<file path="config.mk">
export PLATFORM = sky130hd
export DESIGN_NAME = uplink_tx_gearbox_flat
export DESIGN_NICKNAME = d
export VERILOG_FILES = /design/src/rtl/uplink_tx_gearbox_if.sv /design/src/rtl/uplink_tx_gearbox.sv /design/src/flat_wrapper.sv
export SDC_FILE = /design/constraint.sdc
export NUM_CORES = 1
export LEC_CHECK = 0
export CAP_MARGIN = 15
export CELL_PAD_IN_SITES_DETAIL_PLACEMENT = 1
export CELL_PAD_IN_SITES_GLOBAL_PLACEMENT = 1
export CORE_ASPECT_RATIO = 1.25
export CORE_MARGIN = 2
export CORE_UTILIZATION = 40
export DETAILED_ROUTE_END_ITERATION = 10
export HOLD_SLACK_MARGIN = 0.08
export PLACE_DENSITY = 0.83
export SLEW_MARGIN = 20
export SYNTH_ARGS = -nofsm -noshare
export SYNTH_HDL_FRONTEND = slang
export SYNTH_SLANG_ARGS = --single-unit
</file>
<file path="constraint.sdc">
create_clock -name clock -period 1.9 [get_ports clock]
set_input_delay 0.38 -clock clock [delete_from_list [all_inputs] [get_ports clock]]
set_output_delay 0.38 -clock clock [all_outputs]
set_load 0.01 [all_outputs]
</file>
<file path="src/rtl/uplink_tx_gearbox_if.sv">
// uplink_tx_gearbox_if: frame-side valid/ready handshake between frame assembly and the gearbox.
interface uplink_tx_gearbox_if #(
  parameter int FRAME_WIDTH = 64
);
  logic [FRAME_WIDTH-1:0] frame_in;
  logic frame_valid;
  logic frame_ready;
  modport master (output frame_in, output frame_valid, input frame_ready);
  modport slave (input frame_in, input frame_valid, output frame_ready);
endinterface

</file>
<file path="src/rtl/uplink_tx_gearbox.sv">
// uplink_tx_gearbox: frame-to-word gearbox with 1-deep holding buffer, idle insertion and underflow count.
module uplink_tx_gearbox #(
  parameter int FRAME_WIDTH = 64,
  parameter int WORD_WIDTH = 16,
  parameter logic [FRAME_WIDTH-1:0] IDLE_FRAME = '0,
  parameter int CNT_WIDTH = 16
) (
  input  logic clock,
  input  logic reset_n,
  input  logic enable,
  uplink_tx_gearbox_if.slave frame_if,
  output logic frame_req,
  output logic [WORD_WIDTH-1:0] word_out,
  output logic underflow,
  output logic [CNT_WIDTH-1:0] underflow_count,
  input  logic clear_counters
);
  localparam int RATIO = FRAME_WIDTH / WORD_WIDTH;
  localparam int PW = RATIO > 1 ? $clog2(RATIO) : 1;
  localparam logic [PW-1:0] LAST = PW'(RATIO - 1);
  logic [PW-1:0] phase;
  logic [FRAME_WIDTH-1:0] shreg, pend;
  logic pend_full, load, capture;
  assign load = enable && phase == LAST;
  // ready depends only on buffer state and phase, never on frame_valid
  assign frame_if.frame_ready = !pend_full || load;
  assign capture = enable && frame_if.frame_valid && frame_if.frame_ready;
  always_ff @(posedge clock or negedge reset_n) begin
    if (!reset_n) begin
      phase <= '0;
      shreg <= IDLE_FRAME;
      pend <= '0;
      pend_full <= 1'b0;
      word_out <= '0;
      frame_req <= 1'b0;
      underflow <= 1'b0;
      underflow_count <= '0;
    end else begin
      if (enable) begin
        phase <= load ? '0 : phase + 1'b1;
        word_out <= shreg[FRAME_WIDTH-1 -: WORD_WIDTH];
        shreg <= load ? (pend_full ? pend : IDLE_FRAME) : shreg << WORD_WIDTH;
        frame_req <= load;
        pend_full <= capture || (pend_full && !load);
        if (capture) pend <= frame_if.frame_in;
      end
      if (clear_counters) begin
        underflow <= 1'b0;
        underflow_count <= '0;
      end else if (load && !pend_full) begin
        underflow <= 1'b1;
        underflow_count <= &underflow_count ? underflow_count : underflow_count + 1'b1;
      end
    end
  end
endmodule

</file>
<file path="src/flat_wrapper.sv">
// flat-port wrapper written by rule: the top's interface ports become plain ports
module uplink_tx_gearbox_flat 
#(
  parameter int FRAME_WIDTH = 64,
  parameter int WORD_WIDTH = 16,
  parameter logic [FRAME_WIDTH-1:0] IDLE_FRAME = '0,
  parameter int CNT_WIDTH = 16
)
  (clock, reset_n, enable, frame_req, word_out, underflow, underflow_count, clear_counters, frame_if_frame_in, frame_if_frame_valid, frame_if_frame_ready);
  uplink_tx_gearbox_if #(.FRAME_WIDTH(FRAME_WIDTH)) frame_if_i ();
  input  logic clock;
  input  logic reset_n;
  input  logic enable;
  output logic frame_req;
  output logic [WORD_WIDTH-1:0] word_out;
  output logic underflow;
  output logic [CNT_WIDTH-1:0] underflow_count;
  input  logic clear_counters;
  input wire logic [$bits(frame_if_i.frame_in)-1:0] frame_if_frame_in;
  input wire logic [$bits(frame_if_i.frame_valid)-1:0] frame_if_frame_valid;
  output wire logic [$bits(frame_if_i.frame_ready)-1:0] frame_if_frame_ready;
  assign frame_if_i.frame_in = frame_if_frame_in;
  assign frame_if_i.frame_valid = frame_if_frame_valid;
  assign frame_if_frame_ready = frame_if_i.frame_ready;
  uplink_tx_gearbox #(.FRAME_WIDTH(FRAME_WIDTH), .WORD_WIDTH(WORD_WIDTH), .IDLE_FRAME(IDLE_FRAME), .CNT_WIDTH(CNT_WIDTH)) u_core (.clock(clock), .reset_n(reset_n), .enable(enable), .frame_if(frame_if_i), .frame_req(frame_req), .word_out(word_out), .underflow(underflow), .underflow_count(underflow_count), .clear_counters(clear_counters));
endmodule
</file>
# Word-level counts from Yosys, hierarchy flattened
# Index checks and enable logic that the tools add are counted.
# W data, S select, Z words.
[classes] n_addsub=2 eq_ne=2 muxes=8 n_reduce_logical=13
[op_table] operator="$mux W64" count=2
[op_table] operator="$mux W16" count=3
[op_table] operator="$add A16 B1 Y16 const B" count=1
[op_table] operator="$reduce_and A16 Y1" count=1
[op_table] operator="$logic_and A1 B1 Y1" count=5
[op_table] operator="$reduce_and A2 Y1" count=2
[op_table] operator="$add A2 B1 Y2 const B" count=1
[op_table] operator="$eq A2 B2 Y1 const B" count=1
[op_table] operator="$logic_not A1 Y1" count=2
[op_table] operator="$logic_or A1 B1 Y1" count=2
[op_table] operator="$mux W1" count=2
[op_table] operator="$mux W2" count=1
[op_table] operator="$ne A2 B2 Y1 const B" count=1
[op_table] operator="$reduce_bool A2 Y1" count=1
[totals] ff_bits=165 in_bits=69 out_inout_bits=35

# Logic depth before layout (Yosys ltp)
[depth] depth_word=5 mapped_depth=7 ltp_nobuf=5

# Least setup slack after synthesis
# OpenSTA, ideal clock, no wires.
[synth_path] path_type="register -> register" start="reg u_core.phase[0]" end="reg u_core.underflow_count[6]" setup_ps=78 arrival_time_ps=1653 t_required_ps=1822 setup_slack_ps=169 stages_incl_launch_ff=8 n_path_buf=2 synth_period_minus_slack_ps=1731 cell_sequence="dfrtp_1 ha_1 buf_4 nand2_4 or2_1 buf_6 or4_1 a21oi_1"
[synth_between] elab_chain_cells=5
[synth_rtl] element="start: declaration" line="uplink_tx_gearbox.sv:21" rtl="logic [PW-1:0] phase;"
[synth_rtl] element="start signal: assignment" line="uplink_tx_gearbox.sv:40" rtl="phase <= load ? '0 : phase + 1'b1;"
[synth_rtl] element="$eq A2 B2 Y1" line="uplink_tx_gearbox.sv:24" rtl="assign load = enable && phase == LAST;"
[synth_rtl] element="$logic_and A1 B1 Y1" line="uplink_tx_gearbox.sv:24"
[synth_rtl] element="$logic_and A1 B1 Y1" line="uplink_tx_gearbox.sv:50" rtl="end else if (load && !pend_full) begin"
[synth_rtl] element="$reduce_bool A2 Y1 (no line)"
[synth_rtl] element="$reduce_and A2 Y1 (no line)"
[synth_rtl] element="end signal: assignment" line="uplink_tx_gearbox.sv:52" rtl="underflow_count <= &underflow_count ? underflow_count : underflow_count + 1'b1;"
[synth_rtl] element="end: declaration" line="uplink_tx_gearbox.sv:15" rtl="output logic [CNT_WIDTH-1:0] underflow_count,"
# No other way between the ends.
# A chain may end at the register's enable or synchronous reset.

# Worst setup path in the final report
[layout_path] start="reg u_core.underflow_count[0]" end="out underflow_count[0]"
[layout_lines] element="end: declaration" line="flat_wrapper.sv:17" rtl="output logic [CNT_WIDTH-1:0] underflow_count;"
# No word-level cell between the ends.

==> impl_metrics.json <==
{
  "status": "completed",
  "remaining_drc_errors": 0,
  "grt_pass1_wl_microns": 29200,
  "timing.final.max_slew_violations": 0,
  "p_per_area_nw_per_um2": 1440,
  "first_pass_iters": 4,
  "fin_crit_sh_pct": 96.9,
  "wl_met3_microns": 544,
  "routedWlPerCell_microns": 18.8,
  "synth_area_sq_um": 7030,
  "fin_nets": 767,
  "yosys.area.top_type": "dfrtp_1",
  "htreeDepth": 4,
  "fp.dieArea_sq_um": 18600,
  "track_usage_pct": 20.0,
  "setup_tns_ps": 0,
  "initial_core_util_pct": 40.5,
  "grt_max_degree": 116,
  "leakage_nw": 3.67,
  "slowest_stage": "clkdlybuf4s50_1",
  "synth.distinct_cells": 34,
  "critical_path_class": "reg2out",
  "syn_nets": 672,
  "crit_fanout": 5,
  "critPathArrivalTime_ps": 1460,
  "drt_iter0_markers": 274,
  "wirelength_met1_microns": 7700,
  "slowest_delay_ps": 580,
  "die_x_microns": 123,
  "layout_min_cycle_time_ps": 1840,
  "place.port_buffers": 103,
  "relSlewSlack_pct": 54.3,
  "synthArstFlopShare_pct": 100,
  "cts.sinks": 165,
  "rsz0062_at_grt": "true",
  "clkTransAtPathRegs_ps": 60,
  "core_area_sq_um": 17400,
  "cp-end-kind": "output port",
  "syn_inst": 601,
  "wl_met2_microns": 8860,
  "viasPerCell": 5.34,
  "synth-seq-area-share_pct": 58.8,
  "ys_ff_latch": 165,
  "syn2layout_area_growth_pct": 28.3,
  "dp_hpwl_microns": 11200,
  "cp-start-kind": "flop",
  "maxCapViolCount": 0,
  "drtAntennaViolNets": 0,
  "ys.flop_type": "dfrtp_1",
  "cts-root-buf": "clkbuf_16",
  "top_layer_used": "met4",
  "synth_warnings": 0,
  "cp_cell_sequence": "clkdlybuf4s50_1",
  "path_buf_inv": 1,
  "synthTopCellsByCount": "165 x dfrtp_1, 98 x mux2_2, 52 x nand3_1",
  "grt_pass1_vias": 5494,
  "cts_tree": "built",
  "via_count": 4976,
  "grt-ovfl-total": 0,
  "num_io_pins": 104,
  "report.final.setup_viol": 0,
  "place_congestion": 0.767,
  "post_route_cells_drive_above_1_share_pct": 23.2,
  "die_y_microns": 152,
  "fmax_mhz": 543,
  "fp-row-count": 54,
  "required_ps": 1520,
  "synth_edf_count": 0,
  "tightest_slew_ps": 683,
  "avgSynthCellArea_sq_um": 11.7,
  "finalClockSkew_ps": 9.62,
  "grt_antenna_before_repair": 0,
  "final_util_pct": 51.9,
  "yosysMostFrequentCell": "dfrtp_1",
  "hold_viol": 0,
  "clock_latency_ps": 430,
  "synth_area_leaders": "dfrtp_1 59%, mux2_2 16%, nand3_1 3.7%",
  "min_path_type": "in2reg",
  "cts_buffers": 17,
  "num-fill-cells": 1803,
  "cts_buffer_depth": 2,
  "critPathTopFamily": "buffers and inverters",
  "wirelength_microns": 17500,
  "ir_worst_vdd_mv": 0.698,
  "antenna_cells": 0,
  "synth_top_area_share_pct": 58.8
}
==> path summary, 6_finish.rpt <==
path | start | endpoint | slack (ps) | depth (start not counted)
max | u_core.underflow_count[0]$_DFFE_PN0P_ | underflow_count[0] | 60 | 1
min | enable | u_core.frame_req$_DFFE_PN0P_ | 230 | 2
max reg2reg | u_core.phase[0]$_DFFE_PN0P_ | u_core.underflow_count[12]$_DFFE_PN0P_ | 100 | 5
min reg2reg | u_core.pend[6]$_DFFE_PN0P_ | u_core.shreg[6]$_DFFE_PN0P_ | 480 | 2
max in group asynchronous | reset_n | u_core.underflow_count[12]$_DFFE_PN0P_ | 840 | 3
min in group asynchronous | reset_n | u_core.shreg[38]$_DFFE_PN0P_ | 430 | 2
==> placed cells by master, fill, tap and decap left out, types with 8 or more instances in the layout <==
| master | n |
|---|---|
| a21oi_1 | 14 |
| a31oi_1 | 32 |
| buf_4 | 9 |
| clkbuf_16 | 17 |
| clkdlybuf4s50_1 | 100 |
| dfrtp_1 | 157 |
| dfrtp_2 | 8 |
| inv_1 | 19 |
| mux2_2 | 98 |
| nand2_1 | 24 |
| nand2b_1 | 32 |
| nand3_1 | 51 |
| nor2_1 | 36 |
| o21ai_0 | 39 |
| o31ai_1 | 9 |
| or4_1 | 8 |
==> where the power goes <==
group          internal (W)  switching (W)  total [W]  leakage (nW)
clock               0.00216        0.00135    0.00351         0.288
combinational       0.00193        0.00167    0.00360          1.35
sequential          0.00497       0.000861    0.00583          2.03
total               0.00906        0.00388     0.0129          3.67
==> stage by stage <==
step / hold WS, ps / instances / setup slack [ps] / total power [W] / cell area (sq um)
2_1_floorplan: 84.4 / 601 / 169 / 0.00796 / 7030
3_3_place_gp: 334 / 900 / -16.5 / 0.00915 / 8350
3_5_place_dp: 336 / 900 / -38.7 / 0.00945 / 8350
4_1_cts: 213 / 931 / 4.66 / 0.0131 / 8970
5_1_grt: 245 / 931 / -4.82 / 0.0138 / 9020
6_report: 226 / 931 / 59.1 / 0.0129 / 9020
==> timing repair <==
action | in CTS | in global routing
hold endpoints to repair | 38 | 0
hold buffers | 1 | 0
setup endpoints to repair | 8 | 16
gates resized for setup | 6 | 14
buffers inserted | 0 | 0
==> sequential cells by signal, summed over array words and instances (netlist names) <==
| signal | cells |
|---|---|
| u_core.word_out | 16 |
| u_core.frame_req | 1 |
| u_core.shreg | 64 |
| u_core.underflow | 1 |
| u_core.phase | 2 |
| u_core.pend | 64 |
| u_core.pend_full | 1 |
| u_core.underflow_count | 16 |
==> cells by family after synthesis <==
logic type	synth area share, %
adder cells (fa/ha/maj)	0.356
multiplexers	15.7
AND/OR/NAND/NOR	13.4
flip-flops	58.8
buffers and inverters	3.61
XOR/XNOR	0.125
AO/OA/AOI/OAI	8.03
==> metal layers <==
layer | vias up | GRT usage [%]
met5 | - | 0
li1 | 2306 | -
met4 | 0 | 8.26
met1 | 2550 | 26.2
met2 | 89 | 32.2
met3 | 31 | 3.97
==> cell type report <==
class | count | area, sq um | area share, %
timing repair buffer | 118 | 1210 | 13.5
clock inverter | 8 | 124 | 1.37
sequential | 165 | 4140 | 45.9
multi-input combinational | 375 | 2710 | 30.1
clock buffer | 22 | 474 | 5.26
inverter | 19 | 71.3 | 0.791
tap | 224 | 280 | 3.11
Power figures use the tool's default switching activity.
==> patch 1, RTL diff (config.mk and constraints unchanged) <==
`CNT_WIDTH` is set to 16 in 2 places; all go to 20.
--- a/src/rtl/uplink_tx_gearbox.sv
+++ b/src/rtl/uplink_tx_gearbox.sv
@@ -5,3 +5,3 @@
   parameter logic [FRAME_WIDTH-1:0] IDLE_FRAME = '0,
-  parameter int CNT_WIDTH = 16
+  parameter int CNT_WIDTH = 20
 ) (
--- a/src/flat_wrapper.sv
+++ b/src/flat_wrapper.sv
@@ -6,3 +6,3 @@
   parameter logic [FRAME_WIDTH-1:0] IDLE_FRAME = '0,
-  parameter int CNT_WIDTH = 16
+  parameter int CNT_WIDTH = 20
 )
Interface: changed (resized underflow_count); port bits go from 104 to 108. The function was not compared with the original's and may differ.
==> patch 1 against the original RTL <==
The flow now finishes with violations (negative setup slack). Synthesized area increased by 4.5%. Final area is 7.6% higher. Sequential share of layout area decreased by 2.2 points. Sequential cell count increased by 4. Largest cell class unchanged. First-iteration DRC count is 19% higher. Critical endpoint is now u_core.underflow_count[13]. Routed wire length is 14% higher. Register-to-register slack lost 0.11 ns. Worst setup slack got worse by 0.069 ns. Combinational power rose by 9.4%. Total power up 2.9%. Largest power group unchanged. Global-route usage grew 0.99 points.
==> patch 1: results (changes against the original RTL) <==
GPL Wtd Cong: 0.792 (+3.2%)
WL met2: 10600 µm (+20%)
peak supply drop: 0.000636 V (-8.8%)
placed cell area: 8930 µm² (+7.0%)
worst-case clock buffer depth: 2 (unchanged)
Mapped Nets: 712 (+6.0%)
fraction of layout cells with a size suffix above 1: 27.3% (+4.1 points)
via count: 5505 (+11%)
largest net degree at the start of global routing: 116 (unchanged)
DRT iter0 DRCs: 326 (+19%)
Slew HR: 62.4% (+8.1 points)
synth cell count leaders: dfrtp_1, mux2_2, nand3_1
Warnings, synthesis: 0 (unchanged)
P_int: 9.17 mW (+1.3%)
TritonCTS Buffers: 17 (unchanged)
synth top area cells: dfrtp_1, mux2_2, nand3_1, nand2b_1, a31oi_1
Top Layer Used: met4
fin nets: 838 (+9.3%)
drt first pass iters: 4 (unchanged)
Worst-path clk slew: 0.06 ns (about the same)
DP HPWL: 13100 µm (+17%)
H-Tree Depth: 4 (unchanged)
vias in the first global route: 6127 (+12%)
port bufs: 107 (+3.9%)
Final WS setup: -0.00937 ns (-0.0685 ns)
final wirelength: 20000 µm (+14%)
filler cell count in the final layout: 1871 (+3.8%)
first-pass GRT wire length: 32400 µm (+11%)
Async S/R FF share, synth: 100% (unchanged)
Fin Setup TNS: -0.00937 ns (-0.00937 ns)
initial antenna violation count: 0 (unchanged)
critical-path maximum fanout: 5 (unchanged)
Fin Clk Skew: 0.00686 ns (-0.00276 ns)
top flop regs: u_core.pend (64), u_core.shreg (64), u_core.underflow_count (20)
failing checks: negative setup slack
crit path DAT: 2.26 ns (+0.80 ns)
Seq/Total Area, Yosys: 57.6% (-1.2 points)
n_diodes: 0 (unchanged)
setup violators final: 1 (+1)
status: complete, but fails checks
routed length on met1: 8030 µm (+4.2%)
wire length on met3: 572 µm (+5.1%)
Leak Pwr: 4.02 nW (+9.6%)
overall global routing resource usage: 21.0% (+0.99 points)
clock power share: 25.5% (-1.6 points)
Clock Latency Late Sink: 0.42 ns
CTS root buf: clkbuf_16
HP Class: in -> reg
Unique masters post-synth: 35 (+2.9%)
patch 1: cell count changes after synthesis, sizes merged, moves of 3 or more:
cell    delta
o21ai      -5
nand2      +3
nand3      +5
nor4       +3
a211oi     +7
a21oi      -5
mux2       +9
o31ai      -3
nor2      +10
or3        -5
nor2b      +9
dfrtp      +4
patch 1: area by class of cell:
type	count	area, µm²	area share [%]
Multi-Input combinational cell	407	2980	30.7
Timing Repair Buffer	151	1540	15.9
Inverter	21	78.8	0.812
Tap cell	228	285	2.94
Sequential cell	169	4240	43.7
Clock inverter	9	114	1.17
Clock buffer	22	464	4.78
patch 1: repair_timing:
action                                 CTS  global route
hold buffers                             1             0
cloned                                   0             1
endpoints found under the hold margin   42             0
buffers inserted                         3             4
pin swaps                                1             2
resized for setup                       13            16
setup endpoints to repair                7            16
patch 1: worst paths after layout:
| kind | start | to | cells past startpoint |
|---|---|---|---|
| max | u_core.phase[1] | u_core.underflow_count[13] | 5 |
| min | enable | u_core.frame_req | 3 |
| max reg2reg | u_core.phase[1] | u_core.underflow_count[13] | 5 |
| min reg2reg | u_core.pend[1] | u_core.shreg[1] | 2 |
| max in group asynchronous | reset_n | u_core.pend[14] | 3 |
| min in group asynchronous | reset_n | u_core.frame_req | 2 |
patch 1: critical path, stage by stage, from the launching register on:
cell	delay, ns
dfrtp_1	0.40
ha_4	0.18
nand3b_4	0.10
or4b_4	0.52
or4_4	0.50
a21oi_2	0.14
patch 1: power groups by stage:
stage	clock network [mW]	registers, mW	logic [mW]
detailed placement	0	5.99	3.76
CTS	3.47	5.96	3.90
floorplan	0	5.71	2.38
finish	3.40	5.97	3.94
global placement	0	5.84	3.53
global route	3.62	6.14	4.31
patch 1: cells by family after synthesis:
kind of cell    after synthesis  share of synthesized area, %
simple gates                205                          14.6
flops                       169                          57.6
mux                         108                          16.6
compound gates               92                          7.36
buf+inv                      65                          3.58
fa+ha+maj                     2                         0.341
patch 1: routing by layer:
layer | GRT usage [%] | up-vias
met5 | 0 | -
met4 | 9.74 | 0
met3 | 3.65 | 57
met2 | 37.1 | 117
met1 | 24.9 | 2823
li1 | - | 2508
patch 1: metrics by stage:
step / setup WS (ns) / total power, mW / util, % / hold WS, ns / std cells
after detailed placement: -0.0830 / 9.75 / 49.5 / 0.359 / 967
after floorplan: -0.0261 / 8.09 / - / 0.0844 / 641
after global placement: -0.0107 / 9.37 / 49.5 / 0.343 / 967
final: -0.00937 / 13.3 / 53.8 / 0.322 / 1007
after CTS: -0.00112 / 13.3 / 53.2 / 0.319 / 1002
after global routing: -0.0757 / 14.1 / 53.8 / 0.342 / 1007
==> patch 2, RTL diff (same flow settings) <==
Without the edit above. Register the output `underflow_count` once more, with the module's reset; this adds one clock of latency there. The other outputs are not delayed to match.
--- a/src/rtl/uplink_tx_gearbox.sv
+++ b/src/rtl/uplink_tx_gearbox.sv
@@ -20,2 +20,4 @@
   localparam logic [PW-1:0] LAST = PW'(RATIO - 1);
+
+  logic [CNT_WIDTH-1:0] underflow_count_s0;
   logic [PW-1:0] phase;
@@ -36,3 +38,3 @@
       underflow <= 1'b0;
-      underflow_count <= '0;
+      underflow_count_s0 <= '0;
     end else begin
@@ -48,6 +50,6 @@
         underflow <= 1'b0;
-        underflow_count <= '0;
+        underflow_count_s0 <= '0;
       end else if (load && !pend_full) begin
         underflow <= 1'b1;
-        underflow_count <= &underflow_count ? underflow_count : underflow_count + 1'b1;
+        underflow_count_s0 <= &underflow_count_s0 ? underflow_count_s0 : underflow_count_s0 + 1'b1;
       end
@@ -55,2 +57,10 @@
   end
+  always_ff @(posedge clock or negedge reset_n) begin
+    if (!reset_n) begin
+      underflow_count <= '0;
+    end else begin
+      underflow_count <= underflow_count_s0;
+    end
+  end
+
 endmodule
Function: changed (a bounded check fails within 10 cycles, from zero or initial values and one cycle with reset_n low).
==> patch 2 against the original RTL <==
Combinational power increased by 2%. Register-to-register slack got worse by 0.04 ns. Utilization is 0.46 points higher. Critical path type is now reg -> reg. Global-route usage is 0.65 points lower. Fmax hardly changed. Non-clock buffer count grew 13. Routed wire length increased by 5.9%. Worst setup slack hardly changed. Total power increased by 5.0%. Synthesized area is 6.4% higher. Critical path depth up 6. Sequential cell count grew 16. Final area grew 6.0%.
==> patch 2: results (changes against the original RTL) <==
Post-CTS Setup Bufs: 3 (+3)
synth top area cells: dfrtp_1, mux2_2, nand3_1, nand2b_1, a31oi_1
Seq area share: 47.4% (+1.5 points)
Rows: 55 (+1.9%)
drt first pass iters: 5 (+1)
Leak Pwr: 4.03 nW (+9.8%)
CP peak stage delay: 0.39 ns (-0.19 ns)
total power draw: 13.6 mW (+5.0%)
vias in the first global route: 5648 (+2.8%)
Crit path max-delay family: simple AND/OR/NAND/NOR gates
reg2reg setup slack: 0.06 ns (-0.04 ns)
fraction of area in multi-input gates: 28.3% (-1.8 points)
Place WS: -0.0536 ns (-0.0149 ns)
WHS: 0.217 ns (-0.00810 ns)
Slew HR: 63.1% (+8.8 points)
Logic inverters: 18 (-1)
fraction of layout cells with a size suffix above 1: 22.6% (-0.57 points)
sequential power: 6.18 mW (+6.0%)
critical-path maximum fanout: 6 (+1)
R2R cell count: 7 (+2)
via count: 5258 (+5.7%)
Seq/Total Area, Yosys: 60.6% (+1.8 points)
Layout Cell Area excl Fill: 9550 µm² (+6.0%)
crit path DAT: 2.20 ns (+0.74 ns)
first-pass GRT wire length: 30200 µm (+3.4%)
Warnings, synthesis: 0 (unchanged)
Seq Cell Count: 181 (+9.7%)
r2r endpoint: u_core.underflow_count_s0[4]
Layout Cells excl Fill: 967 (+3.9%)
placed cell area: 8850 µm² (+6.1%)
routed length per instance: 19.2 µm (+1.9%)
placed insts: 928 (+3.1%)
DRT iter0 DRCs: 322 (+18%)
Non-clk bufs: 131 (+11%)
kind of critical path: reg -> reg
final-layout non-clock buffer area share: 13.9% (+0.47 points)
setup violators final: 0 (unchanged)
Fin Clk Skew: 0.00801 ns (-0.00160 ns)
overall global routing resource usage: 19.3% (-0.65 points)
fin nets: 796 (+3.8%)
filler cell count in the final layout: 1852 (+2.7%)
clock buffers: 20 (-9.1%)
GPL Wtd Cong: 0.784 (+2.1%)
CP max-delay cell: dfrtp_1
Clock-cell share: 6.61% (-0.019 points)
Sw Ratio: 30.3% (+0.32 points)
multi-input gate count: 376 (+0.27%)
synth cell count leaders: dfrtp_1, mux2_2, nand3_1
Unique masters post-synth: 36 (+5.9%)
Gates resized, CTS repair: 4 (-2)
Synth Area per Inst: 12.1 µm² (+3.7%)
Clk power: 3.73 mW (+6.3%)
Clock Latency Late Sink: 0.43 ns (about the same)
n_diodes: 1 (+1)
status: finished, final reports clean
peak supply drop: 0.000712 V (+2.1%)
Final min period: 1.84 ns (+0.000499 ns)
Mapped Nets: 688 (+2.4%)
[patch 2: changes by cell type in the layout (fill, tap and decap cells not counted), moves of 3 or more]
cell	unedited run	this run
dfrtp_1	157	180
buf_4	9	21
dfrtp_2	8	1
mux2_1	0	6
mux2_2	98	94
nand4_1	3	7
a21oi_1	14	11
[patch 2: per-layer routing]
layer	global-route usage [%]	up-vias	wire length, µm
met5	0	-	0
met4	7.01	0	348
met3	3.56	29	633
met2	34.8	118	10000
met1	23.0	2731	7510
li1	-	2380	-
[patch 2: logic make-up (layout without fill, tap and decap cells)]
group	count (synthesis)	after routing	share of synthesized area, %
flip-flops	181	181	60.6
XOR/XNOR	1	1	0.117
adder cells (fa/ha/maj)	2	2	0.335
multiplexers	101	101	15.2
buffers and inverters	60	181	3.68
AND/OR/NAND/NOR	181	181	13.2
AO/OA/AOI/OAI	91	91	6.96
other	0	1	0
